`src/rtl/mips_ctrl_pkg.sv`:
```
// Shared types and encodings for the multicycle MIPS control path.
// State encodings are visible on the debug state port.
package mips_ctrl_pkg;

  typedef enum logic [3:0] {
    FETCH   = 4'd0,
    DECODE  = 4'd1,
    MEMADR  = 4'd2,
    MEMRD   = 4'd3,
    MEMWB   = 4'd4,
    MEMWR   = 4'd5,
    EXECUTE = 4'd6,
    ALUWB   = 4'd7,
    BEQEX   = 4'd8,
    ADDIEX  = 4'd9,
    ADDIWB  = 4'd10,
    JEX     = 4'd11
  } state_t;

  localparam logic [5:0] OP_RTYPE = 6'b000000;
  localparam logic [5:0] OP_LW    = 6'b100011;
  localparam logic [5:0] OP_SW    = 6'b101011;
  localparam logic [5:0] OP_BEQ   = 6'b000100;
  localparam logic [5:0] OP_ADDI  = 6'b001000;
  localparam logic [5:0] OP_J     = 6'b000010;

  localparam logic [1:0] ALUOP_ADD   = 2'b00;
  localparam logic [1:0] ALUOP_SUB   = 2'b01;
  localparam logic [1:0] ALUOP_FUNCT = 2'b10;

  localparam logic [1:0] SRCB_REG   = 2'b00;
  localparam logic [1:0] SRCB_FOUR  = 2'b01;
  localparam logic [1:0] SRCB_IMM   = 2'b10;
  localparam logic [1:0] SRCB_IMMSH = 2'b11;

  localparam logic [1:0] PCSRC_ALU    = 2'b00;
  localparam logic [1:0] PCSRC_ALUOUT = 2'b01;
  localparam logic [1:0] PCSRC_JUMP   = 2'b10;

  // ready_gated marks states whose pc_write/ir_write/instr_done wait on memory.
  typedef struct packed {
    logic       pc_write;
    logic       branch;
    logic       iord;
    logic       mem_read;
    logic       mem_write;
    logic       ir_write;
    logic       reg_dst;
    logic       mem_to_reg;
    logic       reg_write;
    logic       alu_src_a;
    logic [1:0] alu_src_b;
    logic [1:0] alu_op;
    logic [1:0] pc_src;
    logic       instr_done;
    logic       ready_gated;
  } ctrl_t;

endpackage

```
`src/rtl/multicycle_control_decode.sv`:
```
// Moore output decode: maps the current state to the raw control vector.
import mips_ctrl_pkg::*;

module multicycle_control_decode (
  input  state_t state,
  output ctrl_t  ctrl
);

  always_comb begin
    ctrl = '0;
    case (state)
      FETCH: begin
        ctrl.mem_read    = 1'b1;
        ctrl.ir_write    = 1'b1;
        ctrl.pc_write    = 1'b1;
        ctrl.alu_src_b   = SRCB_FOUR;
        ctrl.alu_op      = ALUOP_ADD;
        ctrl.pc_src      = PCSRC_ALU;
        ctrl.ready_gated = 1'b1;
      end
      DECODE: begin
        ctrl.alu_src_b = SRCB_IMMSH;
        ctrl.alu_op    = ALUOP_ADD;
      end
      MEMADR, ADDIEX: begin
        ctrl.alu_src_a = 1'b1;
        ctrl.alu_src_b = SRCB_IMM;
        ctrl.alu_op    = ALUOP_ADD;
      end
      MEMRD: begin
        ctrl.iord     = 1'b1;
        ctrl.mem_read = 1'b1;
      end
      MEMWB: begin
        ctrl.mem_to_reg = 1'b1;
        ctrl.reg_write  = 1'b1;
        ctrl.instr_done = 1'b1;
      end
      MEMWR: begin
        ctrl.iord        = 1'b1;
        ctrl.mem_write   = 1'b1;
        ctrl.instr_done  = 1'b1;
        ctrl.ready_gated = 1'b1;
      end
      EXECUTE: begin
        ctrl.alu_src_a = 1'b1;
        ctrl.alu_src_b = SRCB_REG;
        ctrl.alu_op    = ALUOP_FUNCT;
      end
      ALUWB: begin
        ctrl.reg_dst    = 1'b1;
        ctrl.reg_write  = 1'b1;
        ctrl.instr_done = 1'b1;
      end
      BEQEX: begin
        ctrl.alu_src_a  = 1'b1;
        ctrl.alu_src_b  = SRCB_REG;
        ctrl.alu_op     = ALUOP_SUB;
        ctrl.pc_src     = PCSRC_ALUOUT;
        ctrl.branch     = 1'b1;
        ctrl.instr_done = 1'b1;
      end
      ADDIWB: begin
        ctrl.reg_write  = 1'b1;
        ctrl.instr_done = 1'b1;
      end
      JEX: begin
        ctrl.pc_src     = PCSRC_JUMP;
        ctrl.pc_write   = 1'b1;
        ctrl.instr_done = 1'b1;
      end
      default: ctrl = '0;
    endcase
  end

endmodule

```
`src/rtl/multicycle_control.sv`:
```
// Multicycle MIPS main control FSM: state register, sequencing, memory-ready
// qualification, reset gating of all outputs and the sticky illegal-opcode flag.
import mips_ctrl_pkg::*;

module multicycle_control #(
  parameter bit ENABLE_JUMP = 1'b1,
  parameter bit MEM_WAIT    = 1'b1
) (
  input  logic       clk,
  input  logic       reset,
  input  logic [5:0] opcode,
  input  logic       zero,
  input  logic       mem_ready,
  output logic       pc_write,
  output logic       branch,
  output logic       pc_en,
  output logic       iord,
  output logic       mem_read,
  output logic       mem_write,
  output logic       ir_write,
  output logic       reg_dst,
  output logic       mem_to_reg,
  output logic       reg_write,
  output logic       alu_src_a,
  output logic [1:0] alu_src_b,
  output logic [1:0] alu_op,
  output logic [1:0] pc_src,
  output logic       instr_done,
  output logic       illegal_op,
  output logic [3:0] state
);

  state_t state_q;
  state_t state_d;
  logic   illegal_d;
  ctrl_t  ctrl;
  logic   rdy;
  logic   qual;
  logic   active;

  assign rdy = MEM_WAIT ? mem_ready : 1'b1;

  always_comb begin
    state_d   = FETCH;
    illegal_d = 1'b0;
    case (state_q)
      FETCH:  state_d = rdy ? DECODE : FETCH;
      DECODE: begin
        case (opcode)
          OP_LW, OP_SW: state_d = MEMADR;
          OP_RTYPE:     state_d = EXECUTE;
          OP_BEQ:       state_d = BEQEX;
          OP_ADDI:      state_d = ADDIEX;
          OP_J: begin
            if (ENABLE_JUMP) state_d = JEX;
            else             illegal_d = 1'b1;
          end
          default:      illegal_d = 1'b1;
        endcase
      end
      MEMADR:  state_d = (opcode == OP_SW) ? MEMWR : MEMRD;
      MEMRD:   state_d = rdy ? MEMWB : MEMRD;
      MEMWR:   state_d = rdy ? FETCH : MEMWR;
      EXECUTE: state_d = ALUWB;
      ADDIEX:  state_d = ADDIWB;
      default: state_d = FETCH;
    endcase
  end

  always_ff @(posedge clk) begin
    if (reset) begin
      state_q    <= FETCH;
      illegal_op <= 1'b0;
    end else begin
      state_q <= state_d;
      if (illegal_d) illegal_op <= 1'b1;
    end
  end

  multicycle_control_decode u_decode (
    .state (state_q),
    .ctrl  (ctrl)
  );

  // Reset gates everything combinationally so a mid-instruction abort writes nothing.
  assign active = ~reset;
  assign qual   = ~ctrl.ready_gated | rdy;

  assign pc_write   = active & ctrl.pc_write & qual;
  assign ir_write   = active & ctrl.ir_write & qual;
  assign instr_done = active & ctrl.instr_done & qual;
  assign branch     = active & ctrl.branch;
  assign iord       = active & ctrl.iord;
  assign mem_read   = active & ctrl.mem_read;
  assign mem_write  = active & ctrl.mem_write;
  assign reg_dst    = active & ctrl.reg_dst;
  assign mem_to_reg = active & ctrl.mem_to_reg;
  assign reg_write  = active & ctrl.reg_write;
  assign alu_src_a  = active & ctrl.alu_src_a;
  assign alu_src_b  = {2{active}} & ctrl.alu_src_b;
  assign alu_op     = {2{active}} & ctrl.alu_op;
  assign pc_src     = {2{active}} & ctrl.pc_src;
  assign pc_en      = pc_write | (branch & zero);
  assign state      = state_q;

endmodule

```
`config.mk`:
```
export PLATFORM = sky130hd
export DESIGN_NAME = multicycle_control
export DESIGN_NICKNAME = d
export VERILOG_FILES = /design/src/rtl/mips_ctrl_pkg.sv /design/src/rtl/multicycle_control_decode.sv /design/src/rtl/multicycle_control.sv
export SDC_FILE = /design/constraint.sdc
export NUM_CORES = 1
export LEC_CHECK = 0
export ABC_AREA = 1
export ABC_CLOCK_PERIOD_IN_PS = 1350
export BUFFER_PORTS_ARGS = -buffer_cell sky130_fd_sc_hd__buf_4
export CAP_MARGIN = 15
export CORE_UTILIZATION = 43
export CTS_CLUSTER_SIZE = 16
export DETAILED_ROUTE_END_ITERATION = 16
export PLACE_DENSITY_LB_ADDON = 0.3
export SETUP_SLACK_MARGIN = 0.15
export SLEW_MARGIN = 0
export SYNTH_ARGS = -nofsm -noshare
export SYNTH_HDL_FRONTEND = slang
export SYNTH_SLANG_ARGS = --single-unit
```
`constraint.sdc`:
```
create_clock -name clk -period 1.35 [get_ports clk]
set_input_delay 0.135 -clock clk [delete_from_list [all_inputs] [get_ports clk]]
set_output_delay 0.135 -clock clk [all_outputs]
set_load 0.02 [all_outputs]
```
==> results of run 1 <==
layout by cell type, fill, tap and decap left out, types with 2 or more instances in the layout:
master	synthesis	routed
a21oi_1	7	5
a21oi_2	0	2
buf_4	2	40
buf_6	0	3
clkbuf_4	1	3
dfxtp_4	0	4
inv_1	11	10
inv_2	6	4
inv_4	0	2
nand2_1	18	16
nand2_2	4	4
nand2_4	1	3
nand3_1	9	9
nand3_2	2	2
nand4_1	2	2
nor2_1	21	19
nor2_2	4	3
nor2_4	2	5
nor3_2	1	3
cell type report:
class	count	area, sq um	area share, %
timing repair buffer	43	334	30.8
clock buffer	4	26.3	2.42
inverter	18	78.8	7.27
tap	15	18.8	1.73
multi-input combinational	83	510	47.1
sequential	5	115	10.6
through the flow:
| stage | std cells | utilization [%] | hold WS [ns] | setup TNS (ns) |
|---|---|---|---|---|
| 5_1_grt | 168 | 81.2 | 0.260 | -1.90 |
| 4_1_cts | 164 | 76.5 | 0.236 | -0.392 |
| 2_1_floorplan | 109 | - | 0.384 | -0.00336 |
| 3_5_place_dp | 154 | 68.3 | 0.471 | 0 |
| 3_3_place_gp | 154 | 68.3 | 0.459 | 0 |
| 6_report | 168 | 81.2 | 0.248 | -1.20 |
flip-flops by register name, indices dropped and copies added (netlist names):
signal,count
illegal_op,1
state,4
kinds of logic (layout without fill, tap and decap cells):
logic type | after synthesis | after routing | share of synthesized area, %
buffers and inverters | 21 | 65 | 14.4
flip-flops | 5 | 5 | 16.0
AND/OR/NAND/NOR | 68 | 68 | 54.0
AO/OA/AOI/OAI | 15 | 15 | 15.6
worst paths after layout:
check | depth (start not counted) | slack (ns) | start | endpoint
worst max register to register | 8 | 0.07 | state[1]$_SDFF_PP0_ | state[1]$_SDFF_PP0_
worst min register to register | 2 | 0.48 | illegal_op$_SDFFE_PP0P_ | illegal_op$_SDFFE_PP0P_
worst max-delay path | 6 | -0.18 | state[3]$_SDFF_PP0_ | reg_write
worst min-delay path | 2 | 0.25 | reset | state[0]$_SDFF_PP0_
power groups by stage:
stage               sequential [mW]  combinational [mW]  clock [mW]
floorplan                     0.168              0.0960           0
global placement              0.162               0.162           0
global route                  0.157               0.200       0.198
finish                        0.157               0.183       0.186
detailed placement            0.162               0.164           0
CTS                           0.156               0.172       0.176
routing by layer:
metal,GRT usage [%],vias up
met4,6.90,0
met1,33.0,403
met3,6.11,10
li1,-,439
met2,52.0,55
met5,0,-
worst max-delay path, cell delays in order (launching register included):
cell,delay [ns]
dfxtp_4,0.39
inv_6,0.05
nor2_4,0.16
buf_4,0.14
nand2_1,0.06
a21oi_2,0.17
buf_6,0.14
timing repair:
action                                  in CTS  in global routing
pin swaps                                    5                  6
endpoints found under the setup margin      18                 20
resized for setup                           14                  8
endpoints found under the hold margin        0                  0
buffers inserted                             6                  4
hold buffers                                 0                  0
==> flow_metrics.py, run 1 <==
metrics = {
    "logic_synthesis": {
        "syn_avg_cell_area_sq_um": 5.74,
        "seq_area_frac_synth_pct": 16.0,
        "synthArstFlopShare_pct": 0,
        "synth_area_leaders": "dfxtp_1 16%, nor2_1 13%, nand2_1 11%, nand3_1 7.2%, inv_1 6.6%",
        "synth_top_area_share_pct": 16.0,
        "synth_edf_count": 0,
        "yosys-top-cells-count": "21 x nor2_1, 18 x nand2_1, 11 x inv_1, 9 x nand3_1, 7 x a21oi_1",
        "synth-seq-cells": 5,
        "synth_top_area_cell": "dfxtp_1",
        "ys_warn_count": 0,
        "synth_area_sq_um": 626,
        "yosysMostFrequentCell": "nor2_1",
        "synth_cells": 109,
        "ys.flop_type": "dfxtp_1",
        "yosysUniqueCellTypes": 25,
        "syn_nets": 119,
    },
    "floorplan": {
        "dieArea_sq_um": 1610,
        "core_sq_um": 1330,
        "num_rows": 13,
        "die_h_um": 40.1,
        "start_util_pct": 46.9,
        "io_pins": 33,
        "die_x_um": 40.1,
    },
    "sta": {
        "rsz0062_at_grt": "true",
        "setup_ws_ns": -0.176,
        "hold_violations": 0,
        "post-route-period-util_pct": 113,
        "skew_ns": 0.0145,
        "worst-slew-pin-transition_ns": 0.275,
        "setup_viol": 13,
        "timing.final.max_slew_violations": 0,
        "fmax_ghz": 0.655,
        "min_period_ns": 1.53,
        "slew_headroom_pct": 81.7,
    },
    "route": {
        "wl_per_cell_um": 14.5,
        "routed-wl-met3_um": 194,
        "num_vias": 907,
        "met1Wirelength_um": 975,
        "drcViolationCount": 0,
        "top_layer": "met4",
        "wirelength_um": 2440,
        "drt_iter0_markers": 39,
        "antenna_left": 0,
        "met2WireLength_um": 1200,
        "dr.pass1.iters": 4,
        "via_per_inst": 5.40,
    },
    "run": {
        "drv_cap": 0,
    },
    "placed_design": {
        "port_buffers": 32,
        "dp_hpwl_um": 1380,
        "place_congestion": 0.873,
        "dp_slack_ns": 0.0662,
        "placed_cell_area_sq_um": 911,
    },
    "power": {
        "p_seq_share_pct": 29.8,
        "finalPower_uw": 526,
        "pwr-share-comb_pct": 34.7,
        "power.leakage_nw": 0.542,
        "clkPwrFrac_pct": 35.4,
        "p_switching_uw": 192,
        "sw_frac_of_total_pct": 36.5,
        "p_int_uw": 334,
        "powerDensity_nw_per_um2": 486,
        "ir_worst_vdd_mv": 0.658,
    },
    "clocking": {
        "cts_max_level": 1,
        "cts_sinks": 5,
        "worstSkewPairLatency_ns": 0.26,
        "tritoncts": "yes",
        "cts_root_buf": "clkbuf_4",
        "cts_buffers": 3,
        "cts.clk_slew.worst_paths_ns": 0.06,
        "clk_path_buf_depth": 2,
    },
    "layout": {
        "area_growth_syn_to_layout_pct": 73.2,
        "fillCellCount": 91,
        "fin_nets": 164,
        "num_antenna_cells": 0,
        "design_area_sq_um": 1080,
        "drive_gt1_share_pct": 55.6,
    },
    "global_route": {
        "grt_max_degree": 21,
        "grt_pass1_vias": 741,
        "grt_overflow": 0,
        "globalRouteTotalUtil_pct": 28.5,
        "antenna_found_initial": 0,
        "grt_first_pass_wirelength_um": 3130,
    },
    "setup_path": {
        "worstPathRequired_ns": 1.22,
        "path_class": "register to output port",
        "path_max_fanout": 4,
        "endpoint_kind": "output port",
        "crit_arrival_ns": 1.39,
        "start_kind": "register",
    },
    "run_status": {
        "failed_checks": "setup timing",
        "outcome": "complete, but fails checks",
    },
    "hold_path": {
        "holdCritPathClass": "input port to register",
    },
}
No activity file was read; power rests on OpenSTA's default activity.
==> run 2, diff against run 1 <==
PLACE_DENSITY_LB_ADDON = 0.1   (was 0.3)
==> run 2 against run 1 <==
Net effect:
- sequential power is essentially flat
- the run still ends with setup timing left
- sequential share of layout area down 0.44 points
- worst setup slack gained 0.019 ns
- routed wire length is 1.7% lower
- clock-buffer cell count unchanged
- hold slack improved by 0.0029 ns
- first-iteration DRC count increased by 2.6%
==> flow_metrics.py, run 2 (synthesized netlist as in run 1, its figures left out) <==
metrics = {
    "run_status": {
        "outcome": "complete, but fails checks",
        "failed_checks": "setup timing",
    },
    "clocking": {
        "clk_path_buf_depth": 2,
        "cts_max_level": 1,
        "tritoncts": "yes",
        "cts_root_buf": "clkbuf_4",
        "postCtsHoldBufs": 0,
        "cts_buffers": 3,
        "cts.clk_slew.worst_paths_ns": 0.04,
        "worstSkewPairLatency_ns": 0.25,
        "cts_sinks": 5,
    },
    "route": {
        "met1Wirelength_um": 994,
        "num_vias": 908,
        "drcViolationCount": 0,
        "routed-wl-met3_um": 174,
        "drt_iter0_markers": 40,
        "wl_per_cell_um": 14.1,
        "top_layer": "met4",
        "dr.pass1.iters": 4,
        "met2WireLength_um": 1180,
        "wirelength_um": 2400,
        "antenna_left": 0,
        "via_per_inst": 5.34,
    },
    "sta": {
        "rsz0062_at_grt": "true",
        "timing.final.max_slew_violations": 0,
        "min_period_ns": 1.51,
        "hold_violations": 0,
        "skew_ns": 0.00233,
        "slew_headroom_pct": 80.8,
        "setup-tns-final_ns": -1.06,
        "finalHoldWorstSlack_ns": 0.251,
        "setup_viol": 13,
        "post-route-period-util_pct": 112,
        "fmax_ghz": 0.663,
        "setup_ws_ns": -0.157,
        "worst-slew-pin-transition_ns": 0.287,
    },
    "power": {
        "clkPwrFrac_pct": 33.4,
        "sw_frac_of_total_pct": 35.6,
        "ir_worst_vdd_mv": 0.621,
        "finalPower_uw": 528,
        "p_switching_uw": 188,
        "p_int_uw": 340,
        "pwr-share-comb_pct": 36.7,
        "p_seq_share_pct": 29.9,
        "power.leakage_nw": 0.559,
        "powerDensity_nw_per_um2": 468,
    },
    "layout": {
        "final_cell_mix": "37 x buf_4, 17 x nor2_1, 15 x nand2_1",
        "final_common_cell": "buf_4",
        "fin_nets": 166,
        "fin_util_pct": 84.7,
        "num_antenna_cells": 0,
        "area_growth_syn_to_layout_pct": 80.6,
        "largest_reg_flops": 4,
        "drive_gt1_share_pct": 59.4,
    },
    "global_route": {
        "antenna_found_initial": 0,
        "grt_max_degree": 21,
        "globalRouteTotalUtil_pct": 29.4,
        "grt_first_pass_wirelength_um": 3180,
        "grt_pass1_vias": 756,
        "grt_overflow": 0,
    },
    "floorplan": {
        "start_util_pct": 46.9,
        "core_sq_um": 1330,
        "die_x_um": 40.1,
        "die_h_um": 40.1,
        "io_pins": 33,
        "num_rows": 13,
        "dieArea_sq_um": 1610,
    },
    "setup_path": {
        "start_kind": "register",
        "endpoint_kind": "output port",
        "worstPathRequired_ns": 1.22,
        "path_class": "register to output port",
        "path_max_fanout": 4,
        "crit_arrival_ns": 1.37,
        "r2r_setup_slack_ns": 0.08,
    },
    "placed_design": {
        "place_congestion": 0.876,
        "port_buffers": 32,
        "dp_slack_ns": 0.0513,
        "dp_hpwl_um": 1470,
    },
    "hold_path": {
        "holdCritPathClass": "input port to register",
    },
    "run": {
        "drv_cap": 0,
    },
}
-- run 2: changes by cell type in the layout (fill, tap and decap cells not counted) --
cell and change:
buf_4 -3, buf_6 +5, inv_1 -2, inv_2 +2
nand2_1 -1, nand2_2 +1, nor2_1 -2, nor2_2 +1
nor2_4 +1, o21ai_0 +1, o21ai_1 -1
-- run 2: per-layer routing --
layer  up-vias  track usage (%)
met5         -                0
met3         6             6.11
li1        444                -
met2        52             50.0
met4         0             12.9
met1       406             35.1
-- run 2: power by group through the flow --
stage	Clock (mW)	Sequential, mW	Combinational, mW
2_1_floorplan	0	0.168	0.0960
3_3_place_gp	0	0.163	0.163
3_5_place_dp	0	0.163	0.166
4_1_cts	0.181	0.158	0.180
5_1_grt	0.195	0.158	0.209
6_report	0.177	0.158	0.194
-- run 2: cell type report --
| cell class | instances | area (sq um) |
|---|---|---|
| clock buffers | 4 | 26.3 |
| fillers | 84 | 204 |
| inverters | 18 | 78.8 |
| multi-input cells | 83 | 523 |
| flip-flops and latches | 5 | 115 |
| well taps | 15 | 18.8 |
| repair buffers | 45 | 368 |
-- run 2: path summary, 6_finish.rpt --
kind | end | from | depth (start not counted)
setup / recovery | pc_en | state[3]$_SDFF_PP0_ | 6
hold / removal | illegal_op$_SDFFE_PP0P_ | reset | 2
setup reg to reg | state[1]$_SDFF_PP0_ | state[1]$_SDFF_PP0_ | 8
hold reg to reg | illegal_op$_SDFFE_PP0P_ | illegal_op$_SDFFE_PP0P_ | 2
-- run 2: worst max-delay path, cell delays in order (launching register included) --
cell and delay, ns:
dfxtp_4 0.38, inv_6 0.05, nor2_4 0.15, inv_2 0.10, nor3_4 0.18, a21o_1 0.14
buf_4 0.13
-- run 2: metrics by stage --
step	std cells	cell area [sq um]
floorplan	109	667
global placement	154	911
detailed placement	154	911
CTS	167	1050
global route	170	1130
finish	170	1130
-- run 2: timing repair --
| action | 4_1_cts | 5_1_grt |
|---|---|---|
| pin swaps | 4 | 6 |
| setup endpoints to repair | 18 | 21 |
| setup buffers | 9 | 3 |
| resized for setup | 18 | 14 |
